### config.mk
export PLATFORM = sky130hd
export DESIGN_NAME = seq_bin2bcd_flat
export DESIGN_NICKNAME = d
export VERILOG_FILES = /design/src/rtl/seq_bin2bcd_pkg.sv /design/src/rtl/seq_bin2bcd_if.sv /design/src/rtl/seq_bin2bcd_bcd_digit_adj.sv /design/src/rtl/seq_bin2bcd.sv /design/src/flat_wrapper.sv
export SDC_FILE = /design/constraint.sdc
export NUM_CORES = 1
export LEC_CHECK = 0
export CORE_ASPECT_RATIO = 2
export CORE_MARGIN = 2
export CORE_UTILIZATION = 46
export DETAILED_ROUTE_END_ITERATION = 7
export GPL_ROUTABILITY_DRIVEN = 1
export PLACE_DENSITY = 0.68
export SLEW_MARGIN = 10
export SYNTH_ARGS = -nofsm -noshare
export SYNTH_HDL_FRONTEND = slang
export SYNTH_HIERARCHICAL = 1
export SYNTH_SLANG_ARGS = --single-unit
### constraint.sdc
create_clock -name clk -period 1.8 [get_ports clk]
set_clock_uncertainty 0.15 [all_clocks]
set_input_delay 0.18 -clock clk [delete_from_list [all_inputs] [get_ports clk]]
set_output_delay 0.18 -clock clk [all_outputs]
set_load 0.1 [all_outputs]
### src/rtl/seq_bin2bcd_pkg.sv
// Shared types and helpers for the sequential binary-to-BCD converter.
package seq_bin2bcd_pkg;

   localparam int DIGIT_W = 4;

   typedef enum logic [1:0] {
      ST_IDLE = 2'd0,
      ST_OP   = 2'd1,
      ST_DONE = 2'd2
   } state_t;

   // Number of decimal digits needed to hold 2^bin_w - 1.
   function automatic int min_digits(input int bin_w);
      longint unsigned v;
      int              d;
      v = (bin_w >= 64) ? '1 : ((64'd1 << bin_w) - 64'd1);
      d = 1;
      while (v >= 64'd10) begin
         v = v / 64'd10;
         d++;
      end
      return d;
   endfunction

endpackage

### src/rtl/seq_bin2bcd_if.sv
// start/ready handshake plus result bus between the converter and its neighbours.
interface seq_bin2bcd_if
   import seq_bin2bcd_pkg::*;
#(
   parameter int BIN_W  = 14,
   parameter int DIGITS = 5
);
   logic                        start;
   logic [BIN_W-1:0]            bin;
   logic                        ready;
   logic                        done_tick;
   logic [DIGIT_W*DIGITS-1:0]   bcd;

   modport master (output start, bin, input ready, done_tick, bcd);
   modport slave  (input start, bin, output ready, done_tick, bcd);
endinterface

### src/rtl/seq_bin2bcd_bcd_digit_adj.sv
// Double-dabble digit correction: add 3 to a BCD digit that is 5 or more.
// Codes 10..15 wrap modulo 16 so the result is always defined.
module bcd_digit_adj
   import seq_bin2bcd_pkg::*;
(
   input  logic [DIGIT_W-1:0] din,
   output logic [DIGIT_W-1:0] dout
);

   assign dout = (din >= 4'd5) ? din + 4'd3 : din;

endmodule

### src/rtl/seq_bin2bcd.sv
// Sequential binary-to-BCD converter, one shift-and-add-3 step per clock.
//
//   state   | meaning
//   --------+---------------------------------------------------------
//   ST_IDLE | ready=1, waiting for start; bcd holds the last result
//   ST_OP   | one adjust+shift per edge, BIN_W edges in total
//   ST_DONE | done_tick=1 for one cycle, bcd holds the final result
module seq_bin2bcd
   import seq_bin2bcd_pkg::*;
#(
   parameter int BIN_W  = 14,
   parameter int DIGITS = 5
)(
   input  logic           clk,
   input  logic           reset,
   seq_bin2bcd_if.slave   bus
);

   localparam int BCD_W = DIGIT_W * DIGITS;
   localparam int CNT_W = (BIN_W > 1) ? $clog2(BIN_W) : 1;
   localparam int CAT_W = BCD_W + BIN_W;

   generate
      if (DIGITS < min_digits(BIN_W)) begin : g_digits_chk
         $error("seq_bin2bcd: DIGITS=%0d too small for BIN_W=%0d", DIGITS, BIN_W);
      end
   endgenerate

   state_t             state;
   logic [BIN_W-1:0]   bin_q;
   logic [BCD_W-1:0]   bcd_q;
   logic [CNT_W-1:0]   cnt;
   logic               ready_q;
   logic               done_q;

   logic [BCD_W-1:0]   adj;
   logic [CAT_W-1:0]   shifted;

   for (genvar g = 0; g < DIGITS; g++) begin : g_adj
      bcd_digit_adj u_adj (
         .din  (bcd_q[g*DIGIT_W +: DIGIT_W]),
         .dout (adj[g*DIGIT_W +: DIGIT_W])
      );
   end

   // Binary MSB falls into the LSB of digit 0.
   assign shifted = {adj, bin_q} << 1;

   // Sequencer: capture on accept, BIN_W adjust/shift steps, one DONE cycle.
   always_ff @(posedge clk or posedge reset) begin
      if (reset) begin
         state   <= ST_IDLE;
         bin_q   <= '0;
         bcd_q   <= '0;
         cnt     <= '0;
         ready_q <= 1'b1;
         done_q  <= 1'b0;
      end else begin
         case (state)
            ST_IDLE: begin
               if (bus.start) begin
                  bin_q   <= bus.bin;
                  bcd_q   <= '0;
                  cnt     <= CNT_W'(BIN_W - 1);
                  ready_q <= 1'b0;
                  state   <= ST_OP;
               end
            end
            ST_OP: begin
               bcd_q <= shifted[CAT_W-1:BIN_W];
               bin_q <= shifted[BIN_W-1:0];
               if (cnt == '0) begin
                  done_q <= 1'b1;
                  state  <= ST_DONE;
               end else begin
                  cnt <= cnt - 1'b1;
               end
            end
            ST_DONE: begin
               done_q  <= 1'b0;
               ready_q <= 1'b1;
               state   <= ST_IDLE;
            end
            default: begin
               done_q  <= 1'b0;
               ready_q <= 1'b1;
               state   <= ST_IDLE;
            end
         endcase
      end
   end

   assign bus.ready     = ready_q;
   assign bus.done_tick = done_q;
   assign bus.bcd       = bcd_q;

endmodule
### src/flat_wrapper.sv
// flat-port wrapper written by rule: the top's interface ports become plain ports
module seq_bin2bcd_flat import seq_bin2bcd_pkg::*;
#(
   parameter int BIN_W  = 14,
   parameter int DIGITS = 5
)
  (clk, reset, bus_start, bus_bin, bus_ready, bus_done_tick, bus_bcd);
  seq_bin2bcd_if #(.BIN_W(BIN_W), .DIGITS(DIGITS)) bus_i ();
  input  logic clk;
  input  logic reset;
  input wire logic [$bits(bus_i.start)-1:0] bus_start;
  input wire logic [$bits(bus_i.bin)-1:0] bus_bin;
  output wire logic [$bits(bus_i.ready)-1:0] bus_ready;
  output wire logic [$bits(bus_i.done_tick)-1:0] bus_done_tick;
  output wire logic [$bits(bus_i.bcd)-1:0] bus_bcd;
  assign bus_i.start = bus_start;
  assign bus_i.bin = bus_bin;
  assign bus_ready = bus_i.ready;
  assign bus_done_tick = bus_i.done_tick;
  assign bus_bcd = bus_i.bcd;
  seq_bin2bcd #(.BIN_W(BIN_W), .DIGITS(DIGITS)) u_core (.clk(clk), .reset(reset), .bus(bus_i));
endmodule
==> results of run 1 <==
[worst paths after layout]
kind                            slack [ns]            endpoint              start
worst max-delay path                  0.11  u_core/bus.bcd[10]  u_core/bus.bcd[8]
worst min-delay path                  0.05  u_core/bus.bcd[12]              reset
worst max register to register        0.11  u_core/bus.bcd[10]  u_core/bus.bcd[8]
worst min register to register        0.33    u_core/bin_q[11]   u_core/bin_q[11]
max in group asynchronous             0.90    u_core/bus.ready              reset
min in group clk                      0.33    u_core/bin_q[11]   u_core/bin_q[11]
[placed cells by master, fill, tap and decap left out, types with 2 or more instances in the layout]
master	instances
sky130_fd_sc_hd__nand2_1	34
sky130_fd_sc_hd__buf_12	27
sky130_fd_sc_hd__dfrtp_1	27
sky130_fd_sc_hd__a22o_1	21
sky130_fd_sc_hd__o21ai_0	20
sky130_fd_sc_hd__mux2i_1	18
sky130_fd_sc_hd__clkdlybuf4s50_1	16
sky130_fd_sc_hd__nand2b_1	11
sky130_fd_sc_hd__inv_1	11
sky130_fd_sc_hd__ha_1	11
sky130_fd_sc_hd__nor2_1	10
sky130_fd_sc_hd__dfrtp_4	10
sky130_fd_sc_hd__clkbuf_8	5
sky130_fd_sc_hd__a21oi_2	5
sky130_fd_sc_hd__xnor2_1	5
sky130_fd_sc_hd__dfrtp_2	4
sky130_fd_sc_hd__o21ai_1	4
sky130_fd_sc_hd__clkbuf_1	3
sky130_fd_sc_hd__nand3_1	3
sky130_fd_sc_hd__inv_2	3
sky130_fd_sc_hd__buf_4	3
sky130_fd_sc_hd__a21oi_1	2
sky130_fd_sc_hd__nor2b_1	2
sky130_fd_sc_hd__o211ai_1	2
[layer usage]
layer	up-vias	share of wire [%]	track usage, %
met5	-	0	0
li1	853	-	-
met1	847	40	20.1
met2	34	56	33.4
met3	5	2.7	3.62
met4	0	1.3	7.89
[final cells by class]
cell class	count	area [sq um]
clock buffer	8	80.1
fill	383	1710
inverter	14	52.6
multi-input combinational	158	1090
sequential	42	1090
tap	57	71.3
timing repair buffer	46	723
[worst max-delay path: cells and delay by family, from the launching register on]
family,cells,cell delay (ns)
DFF,1,0.53
AOI/OAI and AO/OA,2,0.36
muxes,1,0.23
adders and majority gates,1,0.19
and+or+nand+nor,1,0.10
buffers and inverters,1,0.07
[metrics by stage]
stage,hold slack (ns),TNS (ns)
floorplan,0.178,-0.00509
global placement,0.312,0
detailed placement,0.320,0
CTS,0.0660,0
global route,0.104,0
finish,0.0538,0
[flip-flops by register name, indices dropped and copies added (netlist names)]
signal / flops
u_core/bus.bcd: 20
u_core/bus.done_tick: 1
u_core/bin_q: 14
u_core/state: 2
u_core/cnt: 4
u_core/bus.ready: 1
==> out/qor_table.md, run 1 <==
| Result | Value | Unit |
|:---|:---|:---|
| Number of antenna violations at the first check in global routing | 0 | - |
| Start-to-end type of the worst setup path | register to register | - |
| Pre-Repair DR Iteration Count | 4 | - |
| Placed Instance Area | 0.00303 | sq mm |
| Port bufs | 38 | - |
| Average cell area after synthesis | 10.0 | sq um |
| Global-route wire length before repair | 7600 | um |
| Type of the most critical hold path | primary input to asynchronous set/reset pin | - |
| Core area | 0.00482 | sq mm |
| DRC violations left | 0 | - |
| Clock root buffer master | sky130_fd_sc_hd__clkbuf_8 | - |
| Total CTS buffers | 5 | - |
| Post CTS Setup Buffer Count | 0 | - |
| CTS clk-pin slew, worst paths | 0.09 | ns |
| Average vias per placed instance | 5.35 | - |
| R2R cell count | 6 | - |
| Kind of capture point of the worst setup path | register | - |
| Slew Limit Fails | 0 | - |
| Type of element launching the critical path | register | - |
| Sequence of cells on the critical path | inv_1 > ha_1 > nand2b_1 > a21oi_2 > mux2i_1 > a22o_1 | - |
| # nets final | 295 | - |
| Worst setup slack before clock tree synthesis | 0.114 | ns |
| Status | finished, final reports clean | - |
| Post-synthesis net count | 253 | - |
| Share of cells above drive strength 1 | 22.8 | % |
| Width of the die | 53.5 | um |
| Number of buffers inserted for hold repair after clock tree synthesis | 0 | - |
| Final Cell Area | 0.00311 | sq mm |
| Total routing usage reported by global routing | 18.5 | % |
| Fmax achieved | 592 | MHz |
| Gate count after technology mapping | 225 | - |
| CTS tree | done | - |
| Hold Violations, Final | 0 | - |
| Routed len/inst | 13.6 | um |
| Post-synthesis to final-layout area growth | 37.7 | % |
| Number of standard cells in the layout, taps in and fillers out | 325 | - |
| Final Setup Violations | 0 | - |
| Cell with the biggest individual delay on the critical path | sky130_fd_sc_hd__dfrtp_4 | - |
| Unrepaired setup endpoints after global routing | false | - |
| Fraction of the cycle the final worst path needs | 93.9 | % |
| Die Ht | 103 | um |
| Site row count | 36 | - |
| WP data arrival | 1.78 | ns |
| Initial core utilization | 46.9 | % |
| Number of global-route vias before repair | 1,763 | - |
| Critical Path RT | 1.89 | ns |
| Utilization after layout | 64.5 | % |
| Count of placed standard cells including taps | 317 | - |
| Top-level I/O count | 39 | - |
| Routed via count | 1,739 | - |
| Initial DRC count | 21 | - |
| Post-cts sizing count | 0 | - |
| Total wire length after detailed routing | 4420 | um |
| Syn. warnings | 6 | - |
| Final worst-path setup slack | 0.110 | ns |
| Slew of the pin with the lowest slew margin | 0.495 | ns |
| Number of nets still failing antenna checks after routing | 0 | - |
| Die outline area | 0.00552 | sq mm |
| Htree depth | 2 | - |
| Number of inserted diodes | 0 | - |
| Maximum number of pins on one net before global-route repair | 34 | - |
| Post-synthesis instance area | 0.00226 | sq mm |
| Worst-skew pair later-pin latency | 0.29 | ns |
| Final critical delay including setup and external delays | 1.69 | ns |
| Slew Limit Headroom | 67.0 | % |
| Total half-perimeter wirelength after legalization and detailed placement | 3320 | um |
| Number of sinks handled by clock tree synthesis | 42 | - |
| Congestion Overflow GR | 0 | - |
| Max Cap Viol | 0 | - |
| Maximum fanout encountered on the critical timing path | 6 | - |
| Global placement routability congestion | 0.778 | - |
| CP peak stage delay | 0.53 | ns |
| Buffer levels on the longest clock path | 2 | - |
Power of run 1 is left out: the tool's default activity adds up to more than one toggle a clock period on the data nets, which glitch-free logic cannot reach.
==> inputs of run 2 (changes only) <==
CORE_UTILIZATION = 50   (was 46)
PLACE_DENSITY = 0.73   (was 0.68)
==> run 2 against run 1 <==
  * Final cell count fell by 1.5%
  * Sequential cell count did not move
  * Core utilization rose by 7.5 points
==> out/qor_table.md, run 2 (synthesized netlist as in run 1, its figures left out) <==
| Result | Value | Unit |
|:---|:---|:---|
| Number of inserted diodes | 0 | - |
| Number of standard cells in the layout, taps in and fillers out | 320 | - |
| WP data arrival | 1.77 | ns |
| Fraction of the cycle the final worst path needs | 93.8 | % |
| DRC violations left | 0 | - |
| Post-synthesis to final-layout area growth | 38.4 | % |
| Fmax achieved | 593 | MHz |
| Slew of the pin with the lowest slew margin | 0.416 | ns |
| Sequence of cells on the critical path | ha_1 > nand2b_1 > a21oi_2 > mux2i_1 > a22o_1 | - |
| Slew Limit Fails | 0 | - |
| Total half-perimeter wirelength after legalization and detailed placement | 3350 | um |
| Share of cells above drive strength 1 | 23.3 | % |
| Maximum number of pins on one net before global-route repair | 43 | - |
| Unrepaired setup endpoints after global routing | false | - |
| Core area | 0.00434 | sq mm |
| Die Ht | 99.0 | um |
| Buffer levels on the longest clock path | 2 | - |
| Clock root buffer master | sky130_fd_sc_hd__clkbuf_8 | - |
| Number of buffers inserted for hold repair after clock tree synthesis | 0 | - |
| CTS tree | done | - |
| Routed via count | 1,765 | - |
| Commonest cells after routing, fill and taps aside | sky130_fd_sc_hd__nand2_1 (34), sky130_fd_sc_hd__buf_12 (27), sky130_fd_sc_hd__dfrtp_1 (27), sky130_fd_sc_hd__a22o_1 (21), sky130_fd_sc_hd__o21ai_0 (20) | - |
| Type of element launching the critical path | register | - |
| Worst slack on hold paths | 0.0655 | ns |
| Worst-skew pair later-pin latency | 0.30 | ns |
| Number of sinks handled by clock tree synthesis | 42 | - |
| Routed len/inst | 14.1 | um |
| Final critical delay including setup and external delays | 1.69 | ns |
| Initial DRC count | 32 | - |
| Post CTS Setup Buffer Count | 0 | - |
| Number of nets still failing antenna checks after routing | 0 | - |
| Number of antenna violations at the first check in global routing | 0 | - |
| Maximum fanout encountered on the critical timing path | 6 | - |
| Total CTS buffers | 5 | - |
| Pre-Repair DR Iteration Count | 4 | - |
| Max Cap Viol | 0 | - |
| Status | finished, final reports clean | - |
| Post-cts sizing count | 0 | - |
| Commonest non-fill, non-tap cell in the layout | sky130_fd_sc_hd__nand2_1 | - |
| CP peak stage delay | 0.53 | ns |
| Port bufs | 38 | - |
| Number of global-route vias before repair | 1,782 | - |
| Number of flip-flops in the largest register | 20 | - |
| Start-to-end type of the worst setup path | register to register | - |
| Count of placed standard cells including taps | 312 | - |
| Slew Limit Headroom | 72.3 | % |
| Kind of capture point of the worst setup path | register | - |
| Utilization after layout | 72.0 | % |
| Top-level I/O count | 39 | - |
| Average vias per placed instance | 5.52 | - |
| Htree depth | 2 | - |
| Global-route wire length before repair | 7980 | um |
| Filler cells | 327 | - |
| # nets final | 293 | - |
| CTS clk-pin slew, worst paths | 0.08 | ns |
| Total wire length after detailed routing | 4520 | um |
| Width of the die | 51.5 | um |
| Type of the most critical hold path | primary input to asynchronous set/reset pin | - |
| Cell with the biggest individual delay on the critical path | sky130_fd_sc_hd__dfrtp_4 | - |
| Final sum of negative setup slack | 0 | ns |
| Global placement routability congestion | 0.745 | - |
| Total routing usage reported by global routing | 20.5 | % |
| Congestion Overflow GR | 0 | - |
| Site row count | 34 | - |
| Final Setup Violations | 0 | - |
| Initial core utilization | 52.0 | % |
| Hold Violations, Final | 0 | - |
| Critical Path RT | 1.88 | ns |
| Die outline area | 0.00510 | sq mm |
[run 2: changes by cell type in the layout (fill, tap and decap cells not counted), sizes merged]
cell,previous run,this run
inv,14,13
bufinv,0,1
buf,30,28
clkinv,0,1
clkinvlp,0,2
clkbuf,8,5
[run 2: layout make-up]
type	instances	area, sq um	share of cell area, %
Timing Repair Buffer	44	708	22.7
Tap cell	54	67.6	2.16
Clock inverter	3	45.0	1.44
Multi-Input combinational cell	158	1090	34.8
Inverter	14	52.6	1.68
Clock buffer	5	68.8	2.20
Sequential cell	42	1090	35.0
[run 2: path summary, 6_finish.rpt]
check                                  start                  to  slack [ns]  cells past startpoint
hold reg to reg              u_core/bin_q[9]     u_core/bin_q[9]        0.34                      2
max in group asynchronous              reset    u_core/bus.ready        1.17                      3
hold / removal                         reset  u_core/bus.bcd[17]        0.07                      3
setup reg to reg           u_core/bus.bcd[8]  u_core/bus.bcd[10]        0.11                      5
setup / recovery           u_core/bus.bcd[8]  u_core/bus.bcd[10]        0.11                      5
min in group clk                  bus_bin[0]     u_core/bin_q[0]        0.32                      3
[run 2: layer usage]
metal / share of wire (%) / GRT usage (%) / vias to the layer above
met2: 59 / 37.2 / 36
met5: 0 / 0 / -
met4: 1.8 / 8.70 / 0
li1: - / - / 847
met1: 36 / 22.0 / 875
met3: 3.0 / 4.39 / 7
[run 2: stage by stage]
step                      worst slack [ns]  area, sq um
after detailed placement             0.118         3010
final                                0.112         3130
after global routing               0.00596         3130
after global placement               0.121         3010
after CTS                           0.0974         3130
after floorplan                   -0.00509         2300
[run 2: critical path: cells and delay by family, from the launching register on]
kind / cells / cell delay (ns)
flip-flops: 1 / 0.53
AO/OA/AOI/OAI: 2 / 0.36
multiplexers: 1 / 0.22
adder cells (fa/ha/maj): 1 / 0.20
AND/OR/NAND/NOR: 1 / 0.17
Power of run 2 is left out for the same reason.
==> inputs of run 3 (changes only) <==
CORE_UTILIZATION = 32   (was 50)
PLACE_DENSITY = 0.5   (was 0.73)
==> run 3 against run 2 <==
  * Non-clock buffer count grew 6
  * Design area grew 3.4%
  * Sequential share of layout area shrank 1.1 points
  * Register-to-register slack is essentially flat
  * Fmax shrank 0.25%
==> out/qor_table.md, run 3 (synthesized netlist as in run 1, its figures left out) <==
| Result | Value | Unit |
|:---|:---|:---|
| Status | finished, final reports clean | - |
| Number of sinks handled by clock tree synthesis | 42 | - |
| DRC violations left | 0 | - |
| WP data arrival | 1.71 | ns |
| Global-route wire length before repair | 8440 | um |
| Unrepaired setup endpoints after global routing | false | - |
| Final Setup Violations | 0 | - |
| Top-level I/O count | 39 | - |
| Post-cts sizing count | 0 | - |
| Worst slack on hold paths | 0.0951 | ns |
| Number of buffers inserted for hold repair after clock tree synthesis | 0 | - |
| Highest layer used for signal routing | met4 | - |
| Number of inserted diodes | 0 | - |
| Number of flip-flops in the largest register | 20 | - |
| Sequence of cells on the critical path | inv_1 > ha_1 > or3b_2 > nand3_1 > nand3_1 | - |
| Number of standard cells in the layout, taps in and fillers out | 362 | - |
| Met2 layer wire length in the routed design | 2680 | um |
| Number of nets still failing antenna checks after routing | 0 | - |
| Site row count | 43 | - |
| Total half-perimeter wirelength after legalization and detailed placement | 3440 | um |
| Hold Violations, Final | 0 | - |
| Final critical delay including setup and external delays | 1.69 | ns |
| Htree depth | 2 | - |
| Detailed-route wire length on metal 1 | 1800 | um |
| Global placement routability congestion | 0.705 | - |
| Total wire length after detailed routing | 4750 | um |
| Number of global-route vias before repair | 1,739 | - |
| Max Cap Viol | 0 | - |
| Routed via count | 1,731 | - |
| # nets final | 299 | - |
| Routed len/inst | 13.1 | um |
| Clock root buffer master | sky130_fd_sc_hd__clkbuf_16 | - |
| Filler cells | 688 | - |
| Die Ht | 123 | um |
| Fmax achieved | 591 | MHz |
| Commonest non-fill, non-tap cell in the layout | sky130_fd_sc_hd__nand2_1 | - |
| Worst-skew pair later-pin latency | 0.29 | ns |
| CP peak stage delay | 0.51 | ns |
| Buffer levels on the longest clock path | 2 | - |
| Type of the most critical hold path | primary input to asynchronous set/reset pin | - |
| Initial core utilization | 32.8 | % |
| Slew of the pin with the lowest slew margin | 0.275 | ns |
| Initial DRC count | 74 | - |
| Commonest cells after routing, fill and taps aside | sky130_fd_sc_hd__nand2_1 (34), sky130_fd_sc_hd__dfrtp_1 (27), sky130_fd_sc_hd__buf_12 (24), sky130_fd_sc_hd__a22o_1 (21), sky130_fd_sc_hd__o21ai_0 (20) | - |
| Kind of capture point of the worst setup path | register | - |
| Post CTS Setup Buffer Count | 0 | - |
| CTS clk-pin slew, worst paths | 0.06 | ns |
| CP top delay family | simple AND/OR/NAND/NOR gates | - |
| Total CTS buffers | 5 | - |
| Share of cells above drive strength 1 | 25.0 | % |
| FF/Latch Area | 0.00109 | sq mm |
| Final Cell Area | 0.00323 | sq mm |
| Crit-path most repeated cell | sky130_fd_sc_hd__nand3_1 | - |
| Placed Instance Area | 0.00306 | sq mm |
| Slew Limit Headroom | 81.7 | % |
| Utilization after layout | 46.9 | % |
| Fraction of the cycle the final worst path needs | 94.0 | % |
| Start-to-end type of the worst setup path | register to register | - |
| Pre-Repair DR Iteration Count | 3 | - |
| CTS tree | done | - |
| Congestion Overflow GR | 0 | - |
| Worst Path Buf+Inv | 1 | - |
| Maximum number of pins on one net before global-route repair | 43 | - |
| Port bufs | 38 | - |
| Count of placed standard cells including taps | 354 | - |
| Critical Path RT | 1.82 | ns |
| Width of the die | 63.4 | um |
| Total routing usage reported by global routing | 14.2 | % |
| Slew Limit Fails | 0 | - |
| Die outline area | 0.00779 | sq mm |
| Core area | 0.00689 | sq mm |
| Maximum fanout encountered on the critical timing path | 5 | - |
| Number of antenna violations at the first check in global routing | 0 | - |
| Met3 routed wirelength | 167 | um |
| Type of element launching the critical path | register | - |
| Cell with the biggest individual delay on the critical path | sky130_fd_sc_hd__or3b_2 | - |
| Average vias per placed instance | 4.78 | - |
| Area of combinational cells with multiple inputs | 0.00109 | sq mm |
| Post-synthesis to final-layout area growth | 43.0 | % |
| Worst-case register-to-register setup slack | 0.11 | ns |
==> run 3: cell count changes in the layout (fill, tap and decap cells not counted) <==
cell                         change
sky130_fd_sc_hd__clkbuf_16       +5
sky130_fd_sc_hd__clkinvlp_4      -2
sky130_fd_sc_hd__buf_12          -3
sky130_fd_sc_hd__buf_4           +9
sky130_fd_sc_hd__clkinv_1        -1
sky130_fd_sc_hd__clkbuf_8        -2
sky130_fd_sc_hd__bufinv_16       -1
sky130_fd_sc_hd__inv_1           +1
==> run 3: routing by layer <==
layer,global-route usage (%),vias up
met2,25.1,29
met4,7.74,0
met5,0,-
met3,3.57,5
li1,-,862
met1,15.1,835
==> run 3: cell type report <==
class | count | share of cell area, %
flip-flops and latches | 42 | 33.9
multi-input cells | 158 | 33.7
repair buffers | 50 | 22.2
clock buffers | 8 | 5.15
well taps | 90 | 3.49
inverters | 14 | 1.63
==> run 3: final timing paths <==
check,from,end,cells past startpoint
min in group clk,bus_bin[0],u_core/bin_q[0],3
worst max-delay path,u_core/cnt[0],u_core/cnt[1],5
worst min-delay path,reset,u_core/bin_q[9],3
worst min register to register,u_core/bin_q[4],u_core/bin_q[4],2
max in group asynchronous,reset,u_core/bus.ready,3
worst max register to register,u_core/cnt[0],u_core/cnt[1],5
==> run 3: worst min-delay path, stage by stage <==
cell	delay, ns
sky130_fd_sc_hd__clkdlybuf4s50_1	0.39
sky130_fd_sc_hd__inv_1	0.09
sky130_fd_sc_hd__buf_12	0.24
==> run 3: through the flow <==
step | setup slack [ns] | TNS [ns]
after floorplan | -0.00509 | -0.00509
after global placement | 0.129 | 0
after detailed placement | 0.0976 | 0
after CTS | 0.0837 | 0
after global routing | 0.00407 | 0
final | 0.108 | 0
Power of run 3 is left out for the same reason.
